===== config.mk =====
export PLATFORM = sky130hd
export DESIGN_NAME = booth_controller
export DESIGN_NICKNAME = d
export VERILOG_FILES = /design/src/rtl/booth_controller.sv
export SDC_FILE = /design/constraint.sdc
export NUM_CORES = 1
export LEC_CHECK = 0
export ABC_AREA = 0
export CAP_MARGIN = 20
export CORE_AREA = 2 2 39 41
export CTS_CLUSTER_SIZE = 25
export DETAILED_ROUTE_END_ITERATION = 6
export DIE_AREA = 0 0 41 43
export HOLD_SLACK_MARGIN = 0.06
export PLACE_DENSITY = 0.66
export SLEW_MARGIN = 40
export SYNTH_ARGS = -nofsm -noshare
export SYNTH_HDL_FRONTEND = slang
export SYNTH_SLANG_ARGS = --single-unit

===== constraint.sdc =====
create_clock -name clk -period 2.8 [get_ports clk]
set_clock_uncertainty 0.2 [all_clocks]
set_input_delay 0.56 -clock clk [delete_from_list [all_inputs] [get_ports clk]]
set_output_delay 0.56 -clock clk [all_outputs]
set_load 0.05 [all_outputs]

===== src/rtl/booth_controller.sv =====
// Control FSM for a radix-2 Booth multiplier: sequences operand loads, N add/sub-shift
// iterations, then drives the high and low product words onto the output bus.
module booth_controller #(
  parameter int N  = 6,
  parameter int CW = 3
) (
  input  logic       clk,
  input  logic       rst,
  input  logic       start,
  input  logic [1:0] Y0Yminus1,
  output logic       ldX,
  output logic       ldY,
  output logic       ldA,
  output logic       initA,
  output logic       initYminusOne,
  output logic       ldYminusOne,
  output logic       aBarS,
  output logic       shRA,
  output logic       shRY,
  output logic       selL,
  output logic       selR,
  output logic       busy,
  output logic       done
);

  typedef enum logic [2:0] {
    IDLE  = 3'd0,
    LDX   = 3'd1,
    LDY   = 3'd2,
    CHECK = 3'd3,
    SHIFT = 3'd4,
    OUTH  = 3'd5,
    OUTL  = 3'd6
  } state_t;

  localparam logic [CW-1:0] LAST_ITER = CW'(N - 1);

  state_t        state_q, state_d;
  logic [CW-1:0] cnt_q, cnt_d;

  always_ff @(posedge clk) begin
    if (!rst) begin
      state_q <= IDLE;
      cnt_q   <= '0;
    end else begin
      state_q <= state_d;
      cnt_q   <= cnt_d;
    end
  end

  // Strobes decode only the registered state; Y0Yminus1 steers just ldA/aBarS in CHECK.
  always_comb begin
    state_d       = IDLE;
    cnt_d         = cnt_q;
    ldX           = 1'b0;
    ldY           = 1'b0;
    ldA           = 1'b0;
    initA         = 1'b0;
    initYminusOne = 1'b0;
    ldYminusOne   = 1'b0;
    aBarS         = 1'b0;
    shRA          = 1'b0;
    shRY          = 1'b0;
    selL          = 1'b0;
    selR          = 1'b0;
    busy          = 1'b1;
    done          = 1'b0;
    case (state_q)
      IDLE: begin
        busy    = 1'b0;
        state_d = start ? LDX : IDLE;
      end
      LDX: begin
        ldX     = 1'b1;
        state_d = LDY;
      end
      LDY: begin
        ldY           = 1'b1;
        initA         = 1'b1;
        initYminusOne = 1'b1;
        cnt_d         = '0;
        state_d       = CHECK;
      end
      CHECK: begin
        ldA     = Y0Yminus1[1] ^ Y0Yminus1[0];
        aBarS   = Y0Yminus1[1] & ~Y0Yminus1[0];
        state_d = SHIFT;
      end
      SHIFT: begin
        shRA        = 1'b1;
        shRY        = 1'b1;
        ldYminusOne = 1'b1;
        if (cnt_q == LAST_ITER) begin
          state_d = OUTH;
        end else begin
          cnt_d   = cnt_q + CW'(1);
          state_d = CHECK;
        end
      end
      OUTH: begin
        selL    = 1'b1;
        state_d = OUTL;
      end
      OUTL: begin
        selR    = 1'b1;
        done    = 1'b1;
        state_d = IDLE;
      end
      default: begin
        busy    = 1'b0;
        state_d = IDLE;
      end
    endcase
  end

endmodule


Word-level counts from Yosys, hierarchy flattened
Index checks and enable logic that the tools add are counted.
{"block": "op_classes", "add_sub_neg": 1, "n_mul": 0, "div_mod_pow": 0, "order_cmp": 0, "eq_ne": 8, "shift": 0, "muxes": 13, "bitwise_logic": 3, "n_reduce_logical": 4}
{"cell": "3-bit one-hot mux with 6 select lines", "count": 1}
{"cell": "3-bit equality test, second input constant", "count": 4}
{"cell": "1-bit two-way mux", "count": 9}
{"cell": "3-bit by 2-bit equality test with 1-bit output, second input constant", "count": 2}
{"cell": "3-bit two-way mux", "count": 2}
{"cell": "3-bit one-hot mux with 2 select lines", "count": 1}
{"cell": "6-bit OR reduction", "count": 1}
{"cell": "3-bit by 1-bit adder with 3-bit output, second input constant", "count": 1}
{"cell": "3-bit by 1-bit equality test with 1-bit output, second input constant", "count": 1}
{"cell": "3-bit zero test", "count": 1}
{"cell": "2-bit inequality test, second input constant", "count": 1}
{"cell": "2-bit AND reduction", "count": 1}
{"cell": "2-bit nonzero test", "count": 1}
{"cell": "1-bit bitwise AND", "count": 1}
{"cell": "1-bit inverter", "count": 1}
{"cell": "1-bit bitwise XOR", "count": 1}
{"block": "totals", "ff_bits": 6, "latch_bits": 0, "mem_bits_rw": 0, "rom_bits": 0, "in_bits": 5, "out_inout_bits": 13, "wordCells": 31, "n_memories": 0}

Longest topological paths before layout
{"block": "depth", "ltp_word": 3, "ltp_mapped": 5, "depth_no_buf": 5}

Least setup slack after synthesis
No wires, ideal clock.
{"block": "synth_timing", "path_type": "flip-flop to output port", "start": "reg state_q[2]", "end": "out initYminusOne", "arrival_time_ns": 2.097, "required_time_ns": 2.040, "setup_slack_ns": -0.057, "stages_incl_launch_ff": 4, "path_buffers": 2, "path_cell_list": "dfxtp_1 -> buf_2 -> nor3_1 -> buf_4"}
{"block": "synth_between", "elab_chain_len": 2}
{"item": "start, declared", "line": "38", "rtl": "state_t state_q, state_d;"}
{"item": "start signal, assigned", "line": "46", "rtl": "state_q <= state_d;"}
{"item": "3-bit by 2-bit equality test with 1-bit output"}
{"item": "1-bit two-way mux"}
{"item": "end, declared", "line": "15", "rtl": "output logic initYminusOne,"}
Every way passes these cells.

Worst setup path in the final report
{"block": "layout_timing", "start": "reg state_q[0]", "end": "out ldX"}
{"block": "layout_between", "elab_chain_len": 2}
{"item": "3-bit by 1-bit equality test with 1-bit output", "line": "68", "rtl": "case (state_q)"}
{"item": "1-bit two-way mux", "line": "68"}
{"item": "end, declared", "line": "11", "rtl": "output logic ldX,"}
Every way passes these cells.

==> impl_metrics.py <==
metrics = {
    "flow_run": {
        "drv_cap": 0,
    },
    "route": {
        "drt_iter0_markers": 16,
        "wl_um": 892,
        "first_pass_iters": 4,
        "route.detailed.drc": 0,
        "viasPerCell": 4.90,
        "ant_nets": 0,
        "num_vias": 412,
        "wl_per_cell_um": 10.6,
    },
    "cts": {
        "tritoncts": "yes",
        "holdBufCountCts": 0,
        "cts.clk_slew.worst_paths_ns": 0.05,
        "cts_sinks": 6,
        "cts_max_level": 1,
        "clockRootBuffer": "clkbuf_4",
        "worstSkewPairLatency_ns": 0.24,
        "cts_buffers": 3,
        "clockBufferDepth": 2,
    },
    "sta": {
        "slew-limit-headroom_pct": 66.6,
        "finalHoldViolCount": 0,
        "finalCritPeriodShare_pct": 96.4,
        "tns_ns": 0,
        "worst_slew_pin_slew_ns": 0.500,
        "slew_violations": 0,
        "setup_ws_ns": 0.102,
        "final-setup-viol-count": 0,
        "period_minus_slack_ns": 2.70,
        "fmax_mhz": 371,
        "rsz0062_at_grt": "no",
    },
    "critical_path": {
        "r2r_slack_ns": 1.16,
        "r2r_end": "cnt_q[0]$_SDFFE_PN0P_",
        "r2r-start": "cnt_q[1]$_SDFFE_PN0P_",
        "critical_path_class": "register to output port",
        "critPathLaunch": "state_q[0]$_SDFF_PN0_",
        "cp.required_ns": 2.04,
        "r2r_cells": 5,
        "cp_data_arrival_time_ns": 1.94,
        "crit_path_end_kind": "output port",
        "critPathMaxFanout": 11,
        "cp-start-kind": "register",
    },
    "synth": {
        "synth_nets": 64,
        "synth_area_per_cell_um2": 7.98,
        "synth_flop_cell": "dfxtp_1",
        "yosys-top-cells-area": "dfxtp_1 27%, buf_4 8.4%, ha_1 8.4%, nor2_1 5.9%, inv_1 5.0%",
        "synth-async-reset-ratio_pct": 0,
        "synth_top_area_share_pct": 26.9,
        "ys_warn_count": 0,
        "synth_cells": 56,
        "ys_seq_area_share_pct": 26.9,
        "synth_cell_types": 24,
        "synth_edf_count": 0,
        "yosysMostFrequentCell": "nor2_1",
        "synth_top_area_cell": "dfxtp_1",
        "synth_commonest_cells": "7 x nor2_1, 6 x dfxtp_1, 6 x inv_1",
        "syn_area_um2": 447,
        "synth_seq_cells": 6,
    },
    "worst_hold_path": {
        "hold_depth": 2,
        "min_to": "cnt_q[1]$_SDFFE_PN0P_",
        "min_path_type": "register to register",
        "hold_start": "cnt_q[1]$_SDFFE_PN0P_",
    },
    "final_layout": {
        "register_area_um2": 120,
        "syn2layout_area_growth_pct": 40.1,
        "diodes": 0,
        "multi_input_area_um2": 250,
        "final_util_pct": 45.2,
        "nNetsFinal": 78,
        "nFillCells": 147,
        "drive_gt1_share_pct": 14.7,
    },
    "power": {
        "power_density_nw_per_um2": 417,
        "ir_worst_vdd_uv": 191,
        "leakagePower_nw": 0.302,
    },
    "floorplanning": {
        "dieHeight_um": 43,
        "pin_count": 18,
        "die_area_um2": 1760,
        "coreArea_um2": 1380,
        "dieWidth_um": 41,
        "row_count": 14,
        "initial_utilization_pct": 32.3,
    },
    "global_routing": {
        "grt_max_degree": 16,
        "grt_usage_pct": 12.0,
        "grt_pass1_vias": 331,
        "antenna_found_initial": 0,
        "grt_overflow": 0,
        "grt_pass1_wl_um": 1300,
    },
    "place": {
        "globalplace.congestion": 0.766,
        "place_ws_ns": 0.336,
        "io_buffers": 17,
        "dp_hpwl_um": 654,
    },
    "run_status": {
        "status": "complete, no violations",
    },
}
## cells by family (layout without fill, tap and decap cells)
family	after synthesis	in the layout	share of synthesized area, %
AO/OA/AOI/OAI	12	12	20.7
adder cells (fa/ha/maj)	3	3	8.40
buffers and inverters	14	26	18.2
flip-flops	6	6	26.9
AND/OR/NAND/NOR	21	21	25.8
## per-stage QoR
step	hold WS [ns]	total power, mW	area [µm²]	cells
5_1_grt	0.357	0.276	626	84
6_report	0.340	0.261	626	84
2_1_floorplan	0.273	0.161	452	56
3_5_place_dp	0.332	0.181	596	81
3_3_place_gp	0.322	0.181	596	81
4_1_cts	0.338	0.265	618	84
## how the worst max path moves through the flow
| stage | endpoint | slack [ns] | cells past startpoint |
|---|---|---|---|
| floorplan | shRA | 0.39 | 4 |
| global placement | ldYminusOne | 0.36 | 3 |
| detailed placement | ldYminusOne | 0.34 | 3 |
| CTS | ldYminusOne | 0.07 | 3 |
| global route | ldX | 0.01 | 3 |
| finish | ldX | 0.10 | 3 |
## routing by layer
| layer | track usage (%) | wire length, µm | up-vias |
|---|---|---|---|
| li1 | - | - | 218 |
| met1 | 11.7 | 416 | 177 |
| met4 | 14.0 | 17 | 0 |
| met5 | 0 | 0 | - |
| met3 | 4.71 | 58 | 2 |
| met2 | 16.6 | 400 | 15 |
## cell type report
type                       instances  share of cell area (%)
inverter                           6                    3.60
multi-input combinational         36                    40.0
clock buffer                       3                    3.60
sequential                         6                    19.2
timing repair buffer              17                    30.4
tap                               16                    3.20
## state kept, by name, indices dropped and copies added, names as in the netlist
name and flops:
cnt_q 3, state_q 3
## placed cells by master, fill, tap and decap left out, drive strengths merged
| cell | synthesis | layout |
|---|---|---|
| nor2b | 1 | 1 |
| clkbuf | 0 | 3 |
| a2111oi | 3 | 3 |
| or4b | 1 | 1 |
| buf | 8 | 5 |
| o211ai | 1 | 1 |
| nand4 | 1 | 1 |
| nor3 | 4 | 4 |
| dlymetal6s2s | 0 | 3 |
| ha | 3 | 3 |
| inv | 6 | 6 |
| and4bb | 1 | 1 |
| o32ai | 1 | 1 |
| a21oi | 4 | 4 |
| nand2 | 2 | 2 |
| nor2 | 7 | 7 |
| clkdlybuf4s50 | 0 | 9 |
| nand3b | 1 | 1 |
| a21bo | 1 | 1 |
| and3 | 2 | 2 |
| o21a | 2 | 2 |
| nand2b | 1 | 1 |
| dfxtp | 6 | 6 |
## what timing repair did
action	CTS	global route
setup buffers	0	0
resized for setup	0	3
setup endpoints to repair	0	3
## critical path: stages, from the launching register on
cell and delay (ns):
dfxtp_1 0.54, inv_1 0.14, nor3_1 0.18, clkdlybuf4s50_1 0.82
## power by group
group	internal, mW	switching (mW)	total (mW)	leakage (nW)
Combinational	0.0296	0.0502	0.0798	0.239
Clock	0.0486	0.0326	0.0812	0.0138
Sequential	0.0892	0.0106	0.0998	0.0488
Total	0.167	0.0934	0.261	0.302
(Power assumes the default switching activity.)
